===== config.mk =====
export PLATFORM = sky130hd
export DESIGN_NAME = alu_shift_sequencer
export DESIGN_NICKNAME = d
export VERILOG_FILES = /design/src/rtl/alu_shift_sequencer.sv
export SDC_FILE = /design/constraint.sdc
export NUM_CORES = 1
export LEC_CHECK = 0
export CORE_ASPECT_RATIO = 2
export CORE_MARGIN = 5
export CORE_UTILIZATION = 42
export CTS_CLUSTER_SIZE = 30
export DETAILED_ROUTE_END_ITERATION = 7
export GPL_TIMING_DRIVEN = 0
export PLACE_DENSITY_LB_ADDON = 0.12
export SYNTH_ARGS = -nofsm -noshare
export SYNTH_HDL_FRONTEND = slang
export SYNTH_SLANG_ARGS = --single-unit

===== constraint.sdc =====
create_clock -name clk -period 2.7 [get_ports clk]
set_input_delay 0.54 -clock clk [delete_from_list [all_inputs] [get_ports clk]]
set_output_delay 0.54 -clock clk [all_outputs]
set_load 0.01 [all_outputs]

===== src/rtl/alu_shift_sequencer.sv =====
// Purpose: multi-bit shift controller that drives a 1-bit-per-command ALU one step per clock.
// Latency: count N (legal mode) -> response N+1 cycles after acceptance; count 0 or illegal mode -> 1 cycle.
// Backpressure: one request in flight; req_ready only in IDLE, result held in DONE until rsp_ready.
//
// Ports:
//   clk, rst                          clock, synchronous active-high reset
//   req_valid/req_ready               request handshake; req_mode/req_data/req_count payload
//   rsp_valid/rsp_ready               response handshake; rsp_data/rsp_err payload
//   busy                              high whenever not IDLE (and during reset)
//   alu_opm/alu_cmd/alu_a/alu_b       command and operands to the combinational ALU
//   alu_out                           ALU result, fed back as the next operand
module alu_shift_sequencer #(
  parameter int WIDTH = 64,
  parameter int CNT_W = 6
) (
  input  logic             clk,
  input  logic             rst,
  input  logic             req_valid,
  output logic             req_ready,
  input  logic [2:0]       req_mode,
  input  logic [WIDTH-1:0] req_data,
  input  logic [CNT_W-1:0] req_count,
  output logic             rsp_valid,
  input  logic             rsp_ready,
  output logic [WIDTH-1:0] rsp_data,
  output logic             rsp_err,
  output logic             busy,
  output logic [6:0]       alu_opm,
  output logic [4:0]       alu_cmd,
  output logic [WIDTH-1:0] alu_a,
  output logic [WIDTH-1:0] alu_b,
  input  logic [WIDTH-1:0] alu_out
);

  localparam logic [4:0] CMD_ZERO = 5'b00000;

  typedef enum logic [1:0] {S_INIT, S_IDLE, S_STEP, S_DONE} state_t;

  state_t           state_q, state_d;
  logic [WIDTH-1:0] work_q, work_d;
  logic [CNT_W-1:0] cnt_q, cnt_d;
  logic [2:0]       mode_q, mode_d;
  logic [WIDTH-1:0] rsp_data_q, rsp_data_d;
  logic             rsp_err_q, rsp_err_d;
  logic [4:0]       shift_cmd;

  // Single-bit shift opcode for the latched mode. Only the fixed-fill and
  // arithmetic shifts are used so the ALU flag register never matters.
  always_comb begin
    shift_cmd = CMD_ZERO;
    case (mode_q)
      3'd0:    shift_cmd = 5'b01010;
      3'd1:    shift_cmd = 5'b01011;
      3'd2:    shift_cmd = 5'b01101;
      3'd3:    shift_cmd = 5'b01110;
      3'd4:    shift_cmd = 5'b01111;
      default: shift_cmd = CMD_ZERO;
    endcase
  end

  always_comb begin
    state_d    = state_q;
    work_d     = work_q;
    cnt_d      = cnt_q;
    mode_d     = mode_q;
    rsp_data_d = rsp_data_q;
    rsp_err_d  = rsp_err_q;
    req_ready  = 1'b0;
    rsp_valid  = 1'b0;
    busy       = 1'b1;
    alu_cmd    = CMD_ZERO;
    alu_a      = '0;

    case (state_q)
      // One ZERO command flushes the ALU's first-evaluation flag output.
      S_INIT: state_d = S_IDLE;

      S_IDLE: begin
        req_ready = 1'b1;
        busy      = 1'b0;
        if (req_valid) begin
          work_d = req_data;
          cnt_d  = req_count;
          mode_d = req_mode;
          if (req_mode > 3'd4) begin
            rsp_data_d = req_data;
            rsp_err_d  = 1'b1;
            state_d    = S_DONE;
          end else if (req_count == '0) begin
            rsp_data_d = req_data;
            rsp_err_d  = 1'b0;
            state_d    = S_DONE;
          end else begin
            state_d = S_STEP;
          end
        end
      end

      S_STEP: begin
        alu_a   = work_q;
        alu_cmd = shift_cmd;
        work_d  = alu_out;
        cnt_d   = cnt_q - 1'b1;
        if (cnt_q == CNT_W'(1)) begin
          rsp_data_d = alu_out;
          rsp_err_d  = 1'b0;
          state_d    = S_DONE;
        end
      end

      S_DONE: begin
        rsp_valid = 1'b1;
        if (rsp_ready) state_d = S_IDLE;
      end

      default: state_d = S_INIT;
    endcase

    // Handshake outputs are forced inactive while reset is held, whatever
    // state the register happens to hold before the first reset edge.
    if (rst) begin
      req_ready = 1'b0;
      rsp_valid = 1'b0;
      busy      = 1'b1;
    end
  end

  always_ff @(posedge clk) begin
    if (rst) begin
      state_q    <= S_INIT;
      work_q     <= '0;
      cnt_q      <= '0;
      mode_q     <= '0;
      rsp_data_q <= '0;
      rsp_err_q  <= 1'b0;
    end else begin
      state_q    <= state_d;
      work_q     <= work_d;
      cnt_q      <= cnt_d;
      mode_q     <= mode_d;
      rsp_data_q <= rsp_data_d;
      rsp_err_q  <= rsp_err_d;
    end
  end

  assign rsp_data = rsp_data_q;
  assign rsp_err  = rsp_err_q;
  assign alu_opm  = 7'd0;
  assign alu_b    = '0;

endmodule


==> impl_results.md <==
* Filler cells at 1509
* First-pass GRT wire length at 38400 microns
* Max Buffers Root-to-Sink at 2
* Total grt overflow at 0
* Later-pin clock latency in the skew report at 0.42 ns
* Sink Count at 140
* Root Driver: clkbuf_16
* Fin Setup TNS at 0 ns
* Crit path max-delay family: buffers and inverters
* CTS buffer count at 17
* Initial antenna violation count at 0
* Outcome: finished clean
* F_max at between 0.3 and 0.4 GHz
* H-tree lvl count at 4
* Slew Limit Headroom at 46.1%
* DRC errors left at 0
* Antenna-violating nets left at 0
* Worst-Margin Slew at around 0.81 ns
* Synth top area share at 38.1%
* Die width at 104 microns
* Synth unique cells at 42
* Post-Route WL at 24500 microns
* Final slew viol count at 0
* CTS tree: done
* Place WS at -0.385 ns
* DP Area at 0.0106 sq mm
* Non-filler instance count after layout at 1345
* Critical path depth at 6
* Syn Inst Count at 758
* Share of cells above drive strength 1 at 19.0%
* Pwr Density at 917 mW/mm^2
* GRT Util Overall at 23.4%
* Max incr delay on CP at 0.56 ns
* Final hold vios at 0
* WP data arrival at 2.08 ns
* Crit-path cells: inv_1, ha_4, clkbuf_4, nand2_1, a21oi_1, clkdlybuf4s50_1
* Diodes inserted at 0
* Worst Setup Start Kind: flip-flop
* Leakage power at about 4.5 nW
* Largest net degree at the start of global routing at 17
* Worst setup path endpoint: alu_cmd[1]
* Tot Pwr at 0.0103 W
* # IOs at 349
* Crit path required time at between 2 and 2.5 ns
* Area Overhead vs Synth at 52.4%
* CP max FO at 10
* Avg WL per Cell at 18.2 microns
* Final setup fails at 0
* Via/cell ratio at 5.08
* Worst min-delay path category: reg2reg
* Setup Skew at 0.00800 ns
* RD Place Congestion at about 0.80
* VDD IR max at roughly 0.50 mV
* Average size of a mapped cell at 9.70 sq um
* FF-to-FF path depth at 7
* Yosys reg bits at 140
* Min cycle time layout at 2.62 ns
* Core area at 0.0173 sq mm
* Via count at 6835
* Final setup margin at 0.0839 ns
* Critical path class: reg2out
* R2r endpoint: work_q[22]
* Initial DRC Count at 153
* Initial Util at 42.6%
* I/O Buffers at 275
* Max cap viols at 0
* Critical path launch point: state_q[0]
* Reg-to-reg critical path startpoint: state_q[1]
* TritonRoute pass-1 iters at 4
* Post-Syn Area at 0.00735 sq mm
* Layout Nets at approximately 1300
* Seq/Total Area, Yosys at 38.1%
* Fin crit share at a little over nine tenths
* Dpl cells at 1314
* Slowest cell on crit path: clkdlybuf4s50_1
* Largest cells by area after synthesis: dfxtp_1, a211oi_2, mux2i_1, a211oi_1, buf_4
* Post-route design area at 0.0112 sq mm
* Area leader, netlist: dfxtp_1
* Worst setup EP type: primary output
* Row count at just under 70
* Post-DP HPWL at roughly 19000 microns
* Die height at just under 200 microns
* Clock-pin slew on the worst setup and hold paths at approximately 0.060 ns
* Vias in the first global route at roughly 7000
* Reg2reg setup slack at 0.14 ns
* CP bufs+invs at 3
* Ys Warns at 0
* Die area at 0.0204 sq mm
-- sequential cells by signal, indices dropped and copies added, names as in the netlist --
name,flops
rsp_data,64
rsp_err,1
mode_q,3
state_q,2
cnt_q,6
work_q,64
-- synth_stat cells (all sizes together) --
master / instances
and3: 1
a221oi: 1
o311ai: 1
a31oi: 64
a21o: 1
or3b: 1
a21oi: 10
and2: 65
a22oi: 3
conb: 1
nor2: 74
clkbuf: 36
a211oi: 134
inv: 11
a22o: 1
nand2b: 3
buf: 112
mux2: 1
nand3: 3
dfxtp: 140
nor2b: 2
mux2i: 64
o22ai: 1
or4: 2
xor2: 1
nor3: 1
o21ai: 8
nand3b: 1
nand4: 1
o31ai: 1
a31o: 1
ha: 5
nand2: 7
-- metrics by stage --
step / hold slack [ns] / util (%)
after floorplan: 0.460 / -
after global placement: 0.467 / 61.6
after detailed placement: 0.482 / 61.6
after CTS: 0.488 / 64.7
after global routing: 0.507 / 64.8
final: 0.485 / 64.8
-- power breakdown --
part           internal [W]  total, W  switching, W
sequential          0.00276   0.00311      0.000351
clock               0.00128   0.00215      0.000872
combinational       0.00230   0.00502       0.00272
total               0.00633    0.0103       0.00394
-- worst min-delay path: stages (launching register included) --
cell	delay [ns]
dfxtp_1	0.31
nand2b_1	0.08
o21ai_2	0.05
-- logic make-up after synthesis --
logic type      after synthesis  share of synthesized area (%)
other cells                   1                         0.0510
mux                          65                           8.87
compound gates              226                           25.8
flops                       140                           38.1
fa+ha+maj                     5                          0.851
xor+xnor                      1                          0.119
buf+inv                     159                           15.1
simple gates                161                           11.1
-- layout by cell type (no fill, tap or decap), types with 6 or more instances in the layout --
cell type        instances
mux2i_1                 64
dlygate4sd2_1           26
and2_1                  65
a21oi_1                 10
buf_4                   77
clkbuf_1                28
inv_1                   10
a211oi_2                60
buf_12                  12
clkdlybuf4s50_1        243
clkbuf_16               17
a31oi_1                 64
a211oi_1                74
dlymetal6s2s_1           6
buf_2                   22
dfxtp_1                140
nor2_1                  74
nand2_1                  7
conb_1                  72
-- final cells by class --
cell class / instances / area, sq um / area share, %
multi-input combinational: 530 / 3720 / 33.2
sequential: 140 / 2800 / 25.0
timing repair buffer: 276 / 2740 / 24.5
buffer: 147 / 1100 / 9.86
clock buffer: 23 / 458 / 4.09
tap: 210 / 263 / 2.35
clock inverter: 8 / 70.1 / 0.626
inverter: 11 / 41.3 / 0.369
-- how the worst min path moves through the flow --
stage                     slack [ns]  depth (start not counted)   endpoint  startpoint
after global routing            0.51                          2    rsp_err     rsp_err
after floorplan                 0.46                          2  mode_q[2]   mode_q[2]
after CTS                       0.49                          2    rsp_err     rsp_err
after global placement          0.47                          2    rsp_err     rsp_err
final                           0.48                          2    rsp_err     rsp_err
after detailed placement        0.48                          2    rsp_err     rsp_err
-- timing repair --
| item | in CTS | in global routing |
|---|---|---|
| gates resized for setup | 46 | 14 |
| setup endpoints to repair | 70 | 65 |
| buffers inserted | 0 | 1 |
| hold buffers | 0 | 0 |
-- routing by layer --
metal  vias to the layer above  share of wire (%)  global-route usage [%]
met4                         0                3.1                    9.10
met5                         -                  0                       0
met2                       298                 55                    45.0
met1                      3167                 34                    22.6
li1                       3325                  -                       -
met3                        45                7.3                    7.56
Note: power is estimated with default switching activity, not from simulation.
